## src/rtl/cpu_pkg.sv

```systemverilog
// -----------------------------------------------------------------------------
// cpu_pkg
// Shared definitions for the RV32 pipeline front end.
//   XLEN / INST_W     : datapath and instruction widths
//   RESET_PC_DEFAULT  : default first fetch address
//   NOP_INST          : addi x0,x0,0, inserted by decode as a bubble
//   fetchEntry_t      : one prefetch-queue entry {inst, pc, pcAdd4}
//   alignWord()       : clears the byte-offset bits of an address
// -----------------------------------------------------------------------------
package cpu_pkg;

    localparam int XLEN   = 32;
    localparam int INST_W = 32;

    localparam logic [XLEN-1:0]   RESET_PC_DEFAULT = 32'h0000_0000;
    localparam logic [INST_W-1:0] NOP_INST         = 32'h0000_0013;

    typedef struct packed {
        logic [INST_W-1:0] inst;
        logic [XLEN-1:0]   pc;
        logic [XLEN-1:0]   pcAdd4;
    } fetchEntry_t;

    function automatic logic [XLEN-1:0] alignWord(input logic [XLEN-1:0] addr);
        return {addr[XLEN-1:2], 2'b00};
    endfunction

endpackage

```

## src/rtl/fetch_unit_if.sv

```systemverilog
// -----------------------------------------------------------------------------
// fetch_unit_if
// Bundles every fetch-unit signal except clock and reset.
//   Redirect : redirect_valid, redirect_pc         (MEM stage -> fetch)
//   Decode   : id_ready                            (decode -> fetch)
//              out_valid, out_inst, out_pc,
//              out_pc_add4, fill_count             (fetch -> decode)
//   I-memory : imem_req, imem_addr                 (fetch -> memory)
//              imem_rdata                          (memory -> fetch)
// modport master: the fetch unit side.  modport slave: its environment.
// -----------------------------------------------------------------------------
interface fetch_unit_if
    import cpu_pkg::*;
#(
    parameter int DEPTH = 4
);

    logic                     redirect_valid;
    logic [XLEN-1:0]          redirect_pc;
    logic                     id_ready;
    logic                     imem_req;
    logic [XLEN-1:0]          imem_addr;
    logic [INST_W-1:0]        imem_rdata;
    logic                     out_valid;
    logic [INST_W-1:0]        out_inst;
    logic [XLEN-1:0]          out_pc;
    logic [XLEN-1:0]          out_pc_add4;
    logic [$clog2(DEPTH):0]   fill_count;

    modport master (
        input  redirect_valid, redirect_pc, id_ready, imem_rdata,
        output imem_req, imem_addr, out_valid, out_inst, out_pc, out_pc_add4, fill_count
    );

    modport slave (
        output redirect_valid, redirect_pc, id_ready, imem_rdata,
        input  imem_req, imem_addr, out_valid, out_inst, out_pc, out_pc_add4, fill_count
    );

endinterface

```

## src/rtl/fetch_queue.sv

```systemverilog
// -----------------------------------------------------------------------------
// fetch_queue
// Synchronous FIFO of fetch entries.
//   clock, reset : rising-edge clock, asynchronous active-low reset
//   flush        : empties the queue; wins over push and pop
//   push/pushData: write one entry at the tail
//   pop          : retire the head entry
//   headData     : head entry (meaningful only while !empty)
//   full, empty, count : occupancy
// -----------------------------------------------------------------------------
module fetch_queue
    import cpu_pkg::*;
#(
    parameter int DEPTH = 4
) (
    input  logic                   clock,
    input  logic                   reset,
    input  logic                   flush,
    input  logic                   push,
    input  logic                   pop,
    input  fetchEntry_t            pushData,
    output fetchEntry_t            headData,
    output logic                   full,
    output logic                   empty,
    output logic [$clog2(DEPTH):0] count
);

    localparam int PTR_W = $clog2(DEPTH);
    localparam int CNT_W = PTR_W + 1;

    fetchEntry_t      storage [DEPTH];
    logic [PTR_W-1:0] wrPtr;
    logic [PTR_W-1:0] rdPtr;
    logic             doPush;
    logic             doPop;

    assign empty    = (count == '0);
    assign full     = (count == CNT_W'(DEPTH));
    assign doPop    = pop && !empty;
    // A pop in the same cycle makes room, so a push into a full queue is legal then.
    assign doPush   = push && (!full || doPop);
    assign headData = storage[rdPtr];

    // NOTE: sequential state uses non-blocking assignments so every register
    // samples its inputs from before the edge, independent of statement order.
    always_ff @(posedge clock or negedge reset) begin
        if (!reset) begin
            wrPtr <= '0;
            rdPtr <= '0;
            count <= '0;
        end else if (flush) begin
            wrPtr <= '0;
            rdPtr <= '0;
            count <= '0;
        end else begin
            if (doPush) wrPtr <= wrPtr + PTR_W'(1);
            if (doPop)  rdPtr <= rdPtr + PTR_W'(1);
            count <= count + CNT_W'(doPush) - CNT_W'(doPop);
        end
    end

    // NOTE: the entry array has no reset; an entry is only observed after it
    // has been written, because occupancy is tracked by count.
    always_ff @(posedge clock) begin
        if (doPush && !flush) storage[wrPtr] <= pushData;
    end

endmodule

```

## src/rtl/fetch_unit.sv

```systemverilog
// -----------------------------------------------------------------------------
// fetch_unit
// Instruction-fetch front end feeding the IF/ID register.
//   clock : rising-edge clock
//   reset : asynchronous, active-low
//   bus   : fetch_unit_if.master (redirect in, decode handshake, i-memory port)
// Issues one word read per cycle while the queue has credit, pairs each
// response with its PC, and presents the queue head to decode.  A redirect
// flushes the queue, drops the in-flight response and fetches the target.
// -----------------------------------------------------------------------------
module fetch_unit
    import cpu_pkg::*;
#(
    parameter int              DEPTH    = 4,
    parameter logic [XLEN-1:0] RESET_PC = RESET_PC_DEFAULT
) (
    input  logic         clock,
    input  logic         reset,
    fetch_unit_if.master bus
);

    localparam int CNT_W = $clog2(DEPTH) + 1;

    logic [XLEN-1:0]  fetchPc;
    logic [XLEN-1:0]  reqPcQ;
    logic             inflightQ;
    logic             imemReq;
    logic [XLEN-1:0]  imemAddr;
    logic             credit;
    logic             push;
    logic             pop;
    logic             outValid;
    fetchEntry_t      pushEntry;
    fetchEntry_t      head;
    logic             full;
    logic             empty;
    logic [CNT_W-1:0] count;

    // NOTE: every always_comb output gets a default first so no path leaves it
    // unassigned, which would otherwise infer a latch.
    always_comb begin
        credit   = 1'b0;
        imemReq  = 1'b0;
        imemAddr = fetchPc;
        // An issued read is counted against the queue until it is pushed, so a
        // response always has a slot; a same-cycle pop is deliberately ignored.
        credit = (count + CNT_W'(inflightQ)) < CNT_W'(DEPTH);
        if (bus.redirect_valid) imemAddr = alignWord(bus.redirect_pc);
        // Held off during reset so memory sees no strobe while the core is idle.
        imemReq = reset && (bus.redirect_valid || credit);
    end

    // The response that lands in a redirect cycle belongs to the old path.
    assign push      = inflightQ && !bus.redirect_valid;
    assign outValid  = !empty && !bus.redirect_valid;
    assign pop       = outValid && bus.id_ready;
    assign pushEntry = '{inst: bus.imem_rdata, pc: reqPcQ, pcAdd4: reqPcQ + 32'd4};

    always_ff @(posedge clock or negedge reset) begin
        if (!reset) begin
            fetchPc   <= RESET_PC;
            reqPcQ    <= '0;
            inflightQ <= 1'b0;
        end else begin
            inflightQ <= imemReq;
            reqPcQ    <= imemAddr;
            if (imemReq) fetchPc <= imemAddr + 32'd4;
        end
    end

    fetch_queue #(.DEPTH(DEPTH)) queue (
        .clock    (clock),
        .reset    (reset),
        .flush    (bus.redirect_valid),
        .push     (push),
        .pop      (pop),
        .pushData (pushEntry),
        .headData (head),
        .full     (full),
        .empty    (empty),
        .count    (count)
    );

    assign bus.imem_req    = imemReq;
    assign bus.imem_addr   = imemAddr;
    assign bus.out_valid   = outValid;
    // Data is forced to zero while empty so stale or unwritten entries never show.
    assign bus.out_inst    = empty ? '0 : head.inst;
    assign bus.out_pc      = empty ? '0 : head.pc;
    assign bus.out_pc_add4 = empty ? '0 : head.pcAdd4;
    assign bus.fill_count  = count;

    pushWhenFull: assert property (@(posedge clock) disable iff (!reset) !(push && full));

endmodule
```

## src/flat_wrapper.sv

```systemverilog
// flat-port wrapper written by rule: the top's interface ports become plain ports
module fetch_unit_flat import cpu_pkg::*;
#(
    parameter int              DEPTH    = 4,
    parameter logic [XLEN-1:0] RESET_PC = RESET_PC_DEFAULT
)
  (clock, reset, bus_redirect_valid, bus_redirect_pc, bus_id_ready, bus_imem_rdata, bus_imem_req, bus_imem_addr, bus_out_valid, bus_out_inst, bus_out_pc, bus_out_pc_add4, bus_fill_count);
  fetch_unit_if #(.DEPTH(DEPTH)) bus_i ();
  input  logic clock;
  input  logic reset;
  input wire logic [$bits(bus_i.redirect_valid)-1:0] bus_redirect_valid;
  input wire logic [$bits(bus_i.redirect_pc)-1:0] bus_redirect_pc;
  input wire logic [$bits(bus_i.id_ready)-1:0] bus_id_ready;
  input wire logic [$bits(bus_i.imem_rdata)-1:0] bus_imem_rdata;
  output wire logic [$bits(bus_i.imem_req)-1:0] bus_imem_req;
  output wire logic [$bits(bus_i.imem_addr)-1:0] bus_imem_addr;
  output wire logic [$bits(bus_i.out_valid)-1:0] bus_out_valid;
  output wire logic [$bits(bus_i.out_inst)-1:0] bus_out_inst;
  output wire logic [$bits(bus_i.out_pc)-1:0] bus_out_pc;
  output wire logic [$bits(bus_i.out_pc_add4)-1:0] bus_out_pc_add4;
  output wire logic [$bits(bus_i.fill_count)-1:0] bus_fill_count;
  assign bus_i.redirect_valid = bus_redirect_valid;
  assign bus_i.redirect_pc = bus_redirect_pc;
  assign bus_i.id_ready = bus_id_ready;
  assign bus_i.imem_rdata = bus_imem_rdata;
  assign bus_imem_req = bus_i.imem_req;
  assign bus_imem_addr = bus_i.imem_addr;
  assign bus_out_valid = bus_i.out_valid;
  assign bus_out_inst = bus_i.out_inst;
  assign bus_out_pc = bus_i.out_pc;
  assign bus_out_pc_add4 = bus_i.out_pc_add4;
  assign bus_fill_count = bus_i.fill_count;
  fetch_unit #(.DEPTH(DEPTH), .RESET_PC(RESET_PC)) u_core (.clock(clock), .reset(reset), .bus(bus_i));
endmodule
```

## config.mk

```make
export PLATFORM = sky130hd
export DESIGN_NAME = fetch_unit_flat
export DESIGN_NICKNAME = d
export VERILOG_FILES = /design/src/rtl/cpu_pkg.sv /design/src/rtl/fetch_unit_if.sv /design/src/rtl/fetch_queue.sv /design/src/rtl/fetch_unit.sv /design/src/flat_wrapper.sv
export SDC_FILE = /design/constraint.sdc
export NUM_CORES = 1
export LEC_CHECK = 0
export BUFFER_PORTS_ARGS = -buffer_cell sky130_fd_sc_hd__buf_2
export CORE_UTILIZATION = 45
export CTS_BUF_LIST = sky130_fd_sc_hd__clkbuf_8
export CTS_CLUSTER_DIAMETER = 60
export DETAILED_ROUTE_END_ITERATION = 8
export PLACE_DENSITY = 0.73
export RECOVER_POWER = 25
export SLEW_MARGIN = 15
export SYNTH_ARGS = -nofsm -noshare
export SYNTH_HDL_FRONTEND = slang
export SYNTH_SLANG_ARGS = --single-unit
```

## constraint.sdc

```tcl
create_clock -name clock -period 4.54 [get_ports clock]
set_clock_uncertainty 0.05 [all_clocks]
set_input_delay 1.362 -clock clock [delete_from_list [all_inputs] [get_ports clock]]
set_output_delay 1.362 -clock clock [all_outputs]
set_load 0.01 [all_outputs]
```

Word-level counts from Yosys, hierarchy flattened
Memories as Yosys holds them, arrays and structs flattened. Cells that the tools add are included.

Bits in registers: 72. Input bits: 68. Memories: 1. RAM bits: 384.

Memories: u_core.queue.storage (depth 4, bits a word 96, read ports 1, clocked after memory_dff 0, write ports 1, line fetch_queue.sv:31) `fetchEntry_t storage [DEPTH];`.

Reduce and logical (&&, ||, !) cells: 15. $lt $le $gt $ge: 1. Mux-type cells: 11. Equality and inequality tests: 1. Add/sub/neg operators: 7.

Operators with widths (count): 32-bit two-way mux (4); 32-bit by 3-bit adder with 32-bit output (second input constant) (2); 2-bit two-way mux (4); 1-bit logical AND (7); 3-bit by 1-bit adder with 3-bit output (2); 2-bit by 1-bit adder with 2-bit output (second input constant) (2); 2-bit nonzero test (2); 3-bit == test (second input constant) (1); 1-bit zero test (3); 3-bit zero test (1); 3-bit less-than comparator (second input constant) (1); 3-bit two-way mux (1); 3-bit by 1-bit subtractor with 3-bit output (1); 1-bit logical OR (2); 1-bit two-way mux (2).

Longest topological paths before layout
Depth in word-level cells: 10. Gate-level depth with buffers: 15. Depth with buffers taken out: 12.

Cells and area by module
A second synthesis with hierarchy kept.

Cells, all modules: 1047. Area total of the unflattened synthesis: 18853.1 um2.

By module, submodules not included: fetch_queue (area each 14278.7 um2, cells an instance 548, instances 1); fetch_unit (area each 4574.4 um2, cells an instance 499, instances 1).

Least setup slack after synthesis
Ideal clock, no wire load.

Kind: input to register. From: input port bus_redirect_valid. To: memory u_core.queue.storage[0][10] in the netlist's numbering, enable pin. Data required time: 4.027 ns. Setup time: 0.463 ns. Arrival: 4.549 ns. Stages on the path: 8. Slack: -0.523 ns. Buffers on the path: 3. Cells stage by stage: buf_4 buf_4 buf_2 nand2b_1 nand3_1 nand2_1 nor2_1 and2_1.

Word-level cells in the longest chain between the ends: 9. Elaborated cells on any way between the ends: 10. Classes of those cells: 2 x mux; 8 x reduce/logical.

Ends and longest elaborated chain: start, declared (line flat_wrapper.sv:11) `input wire logic [$bits(bus_i.redirect_valid)-1:0] bus_redirect_valid;`; 1-bit zero test * (line fetch_queue.sv:65, fetch_unit.sv:54, fetch_unit.sv:55); 1-bit logical AND (line fetch_unit.sv:55) `assign outValid = !empty && !bus.redirect_valid;`; 1-bit logical AND (line fetch_unit.sv:56) `assign pop = outValid && bus.id_ready;`; 1-bit logical AND (line fetch_queue.sv:39) `assign doPop = pop && !empty;`; 1-bit logical OR (line fetch_queue.sv:41) `assign doPush = push && (!full || doPop);`; 1-bit logical AND (line fetch_queue.sv:41); 1-bit logical AND * (line fetch_queue.sv:65) `if (doPush && !flush) storage[wrPtr] <= pushData;`; 1-bit two-way mux * (line fetch_queue.sv:65); 1-bit two-way mux (not written as such) * (line fetch_queue.sv:65); end, declared (line fetch_queue.sv:31).

Mark *: on every way between the ends. The rest lies on a longest branch, timed or not.

Final worst setup path
From: register u_core.queue.rdPtr[0]. To: output port bus_out_pc_add4[0].

Word-level cells in the longest chain between the ends: 2.

Ends and longest elaborated chain: start, declared (line fetch_queue.sv:33) `logic [PTR_W-1:0] rdPtr;`; start signal, assigned (line fetch_queue.sv:57) `if (doPop) rdPtr <= rdPtr + PTR_W'(1);`; memory 4 x 96 bit; 32-bit two-way mux (line fetch_unit.sv:90) `assign bus.out_pc_add4 = empty ? '0 : head.pcAdd4;`; end, declared (line flat_wrapper.sv:20) `output wire logic [$bits(bus_i.out_pc_add4)-1:0] bus_out_pc_add4;`.

No other way between the ends.

==> impl_summary.log <==
[metrics] type of element launching the critical path: flop
[metrics] site row count: 73
[metrics] Max Buffers Root-to-Sink: 3
[metrics] reg2reg end: u_core.queue.count[2]$_DFF_PN0_
[metrics] number of H-tree levels: 3
[metrics] Power Dens Cells: 546 mW/mm^2
[metrics] full die area: 0.0415 mm^2
[metrics] setup total negative slack: 0 ns
[metrics] Die H: 204 um
[metrics] top-level I/O count: 201
[metrics] max-slew headroom at the worst pin: 0.445
[metrics] Total Power Consumption: 11.8 mW
[metrics] first-pass GRT wire length: 59.9 mm
[metrics] area delta synth->final: 17.8%
[metrics] placed cell count: 1722
[metrics] vias: 10100
[metrics] Fmax: 0.247 GHz
[metrics] setup-violating endpoint count in the final report: 0
[metrics] Worst-Margin Slew: 0.826 ns
[metrics] Tmin final: 4.05 ns
[metrics] mean cell area of the mapped netlist: 17.9 um^2
[metrics] weighted congestion at the end of routability-driven global placement: 0.852
[metrics] number of different library cells in the post-synthesis netlist: 50
[metrics] Post-CTS Setup Bufs: 0
[metrics] prevailing post-synth register cell: edfxtp_1
[metrics] register share of total power: 0.451
[metrics] initial antenna violation count: 0
[metrics] net load switching power: 3.49 mW
[metrics] via count of the first global-routing pass: 10400
[metrics] internal portion of total power: 8.30 mW
[metrics] leakage power: 7.73 nW
[metrics] Period Utilization, post-route: 0.892
[metrics] CORE AREA: 0.0399 mm^2
[metrics] Diodes inserted: 0
[metrics] sequential share of the synthesized area: 0.715
[metrics] CP required: 3.13 ns
[metrics] proportion of netlist area held by the largest area contributor: 0.616
[metrics] WL met1: 16.7 mm
[metrics] net count of the mapped netlist: 1100
[metrics] half-perimeter wire length of the detailed placement result: 24.7 mm
[metrics] Sink Count: 448
[metrics] horizontal extent of the die: 204 um
[metrics] EDFF count, synth: 376
[metrics] fraction of registers with async set/reset: 0.161
[metrics] final max-slew violation count: 0
[metrics] total routing usage reported by global routing: 0.193
[metrics] routed length per instance: 21.0 um
[metrics] RSZ-0062 raised after global routing: false
[metrics] class of the tightest hold or removal check: reg2reg
[metrics] number of hold-slack violations in the final timing report: 0
[metrics] starting utilization of the core area: 0.459
[metrics] total length of routed met2 wires: 18.4 mm
[metrics] Routed Wire Length: 38.9 mm
[metrics] post-DR vias/cell: 5.44
[metrics] number of nets with antenna violations after detailed routing: 0
[metrics] max-cap violation count: 0
[metrics] Crit Path Max Fanout: 28
[metrics] capturing element type of the critical path: output pin
[metrics] portion of total power attributed to combinational logic: 0.251
[metrics] drt drc: 0
[metrics] CTS clock-pin slew for the worst setup and hold paths: 0.06 ns
[metrics] maximum ir drop on the vdd rail: 0.000239 V
[metrics] r2r worst-path depth: 11
[metrics] part of the total power dissipated in the clock network: 0.297
[metrics] clock root buffer: clkbuf_8
[metrics] number of register bits inferred by synthesis: 448
[metrics] iteration count of the initial detailed-routing pass: 7
[metrics] share of final-layout standard cells stronger than drive strength 1: 0.321
[metrics] arrival time at the worst endpoint: 2.64 ns
[metrics] Routed met3 length: 3.13 mm
[metrics] type of the setup path with the least slack: reg2out
[metrics] number of nets in the finished design: 1349
[metrics] Post-CTS Hold Fix Bufs: 0
[metrics] cell taking the most area after synthesis: edfxtp_1
[metrics] result of the run: complete, no violations
[metrics] start of the worst register-to-register path: u_core.queue.count[2]$_DFF_PN0_
[metrics] yosys synthesis warning count: 0
[metrics] cell count after synthesis: 1023
[metrics] pin count of the biggest net entering global routing: 70
[metrics] CTS Buf Count: 73
[metrics] max layer used: met4
[metrics] source-to-sink clock delay at the later pin of the worst-skew pair: 0.62 ns
[metrics] CTS tree: built
[metrics] setup slack of the most critical reg-to-reg path: 1.52 ns
[metrics] initial drt markers: 629
[metrics] Final Non-Filler Cells: 1852
[metrics] leading cell types by total area after synthesis: edfxtp_1 62%, mux4_2 12%, dfrtp_1 9.8%
[metrics] post-cts repair resize count: 0
[metrics] number of port buffers: 198
[metrics] switching share of power: 0.296
[metrics] total gr overflow: 0
[metrics] beginning of the critical path: u_core.queue.rdPtr[0]$_DFFE_PN0P_
[metrics] post-synth design cell area: 0.0183 mm^2
[metrics] capturing instance or port of the critical path: bus_out_pc_add4[0]
## power groups by stage
| stage | sequential (mW) | combinational [mW] | clock (mW) |
|---|---|---|---|
| 2_1_floorplan | 5.22 | 1.96 | 0 |
| 5_1_grt | 5.38 | 3.24 | 3.76 |
| 3_5_place_dp | 5.40 | 3.03 | 0 |
| 6_report | 5.32 | 2.96 | 3.51 |
| 3_3_place_gp | 5.38 | 3.00 | 0 |
| 4_1_cts | 5.33 | 3.04 | 3.60 |
## cell families (layout without fill, tap and decap cells)
logic type,Yosys count,after routing,synth area share
mux,129,129,0.137
flops,448,448,0.715
buf+inv,65,369,0.0149
compound gates,55,55,0.0207
fa+ha+maj,9,9,0.00656
simple gates,267,267,0.0828
xor+xnor,50,50,0.0239
## through the flow
| step | instance area [um^2] | hold slack (ns) | worst slack (ns) | util |
|---|---|---|---|---|
| after floorplan | 18300 | 0.395 | 0.517 | - |
| after global placement | 20200 | 0.412 | 0.628 | 0.505 |
| after detailed placement | 20200 | 0.433 | 0.594 | 0.505 |
| after CTS | 21600 | 0.442 | 0.360 | 0.542 |
| after global routing | 21600 | 0.451 | 0.294 | 0.541 |
| final | 21600 | 0.444 | 0.489 | 0.541 |
## area by class of cell
cell class / count / area (um^2)
Clock buffer: 74 / 1020
Inverter: 13 / 48.8
Sequential cell: 448 / 13100
Fill cell: 3163 / 18300
Clock inverter: 56 / 442
Timing Repair Buffer: 226 / 1360
Multi-Input combinational cell: 510 / 4970
Tap cell: 525 / 657
## placed cells by master (no fill, tap or decap), types with 8 or more instances in the layout
master / Yosys / routed
ha_1: 8 / 8
edfxtp_1: 376 / 376
mux2_2: 28 / 28
nand2_1: 48 / 48
buf_2: 11 / 169
clkbuf_1: 30 / 28
buf_12: 0 / 15
nand4_1: 17 / 17
and2_1: 102 / 98
buf_4: 4 / 14
xnor2_1: 26 / 26
inv_1: 13 / 33
and4_1: 8 / 8
clkbuf_8: 0 / 74
clkinv_1: 0 / 13
nor2_1: 19 / 19
dfrtp_1: 72 / 70
xor2_1: 24 / 24
mux4_2: 94 / 94
nand3_1: 33 / 33
o21ai_0: 21 / 21
## per-layer routing
metal,track usage,vias up
met4,0.0599,0
li1,-,4511
met3,0.0505,61
met2,0.307,371
met1,0.259,5129
met5,0,-
## flip-flops by register name, indices dropped and copies added, names as in the netlist
register              count
u_core.queue.count        3
u_core.queue.rdPtr        2
u_core.fetchPc           32
u_core.inflightQ          1
u_core.queue.wrPtr        2
u_core.reqPcQ            32
u_core.queue.storage    376
## worst max-delay path, stage by stage, from the launching register on
cell,delay (ns)
dfrtp_4,0.81
buf_12,0.33
mux4_2,0.53
and2_1,0.20
buf_2,0.14
## Yosys cell counts, types with 5 or more instances
cell type / count
nor2_1: 19
nand4b_1: 6
a22oi_1: 7
mux2_2: 28
xnor2_1: 26
and4_1: 8
buf_2: 11
nand3_1: 33
xor2_1: 24
mux4_2: 94
nand4_1: 17
nand3b_1: 7
clkbuf_1: 30
nand2_1: 48
buf_1: 7
and2_1: 102
dfrtp_1: 72
nor3_1: 6
o21ai_0: 21
and3_1: 5
ha_1: 8
edfxtp_1: 376
inv_1: 13
mux2i_1: 7
## worst min path at each step
stage                                            endpoint                           start  cells past startpoint
global placement    u_core.queue.storage[2][32]$_DFFE_PP_      u_core.reqPcQ[0]$_DFF_PN0_                      0
global route        u_core.queue.storage[3][32]$_DFFE_PP_      u_core.reqPcQ[0]$_DFF_PN0_                      0
CTS                 u_core.queue.storage[3][32]$_DFFE_PP_      u_core.reqPcQ[0]$_DFF_PN0_                      0
floorplan                  u_core.fetchPc[31]$_DFFE_PN0P_  u_core.fetchPc[31]$_DFFE_PN0P_                      2
detailed placement  u_core.queue.storage[0][32]$_DFFE_PP_      u_core.reqPcQ[0]$_DFF_PN0_                      0
finish              u_core.queue.storage[0][32]$_DFFE_PP_      u_core.reqPcQ[0]$_DFF_PN0_                      0
Note: power is estimated with default switching activity, not from simulation.
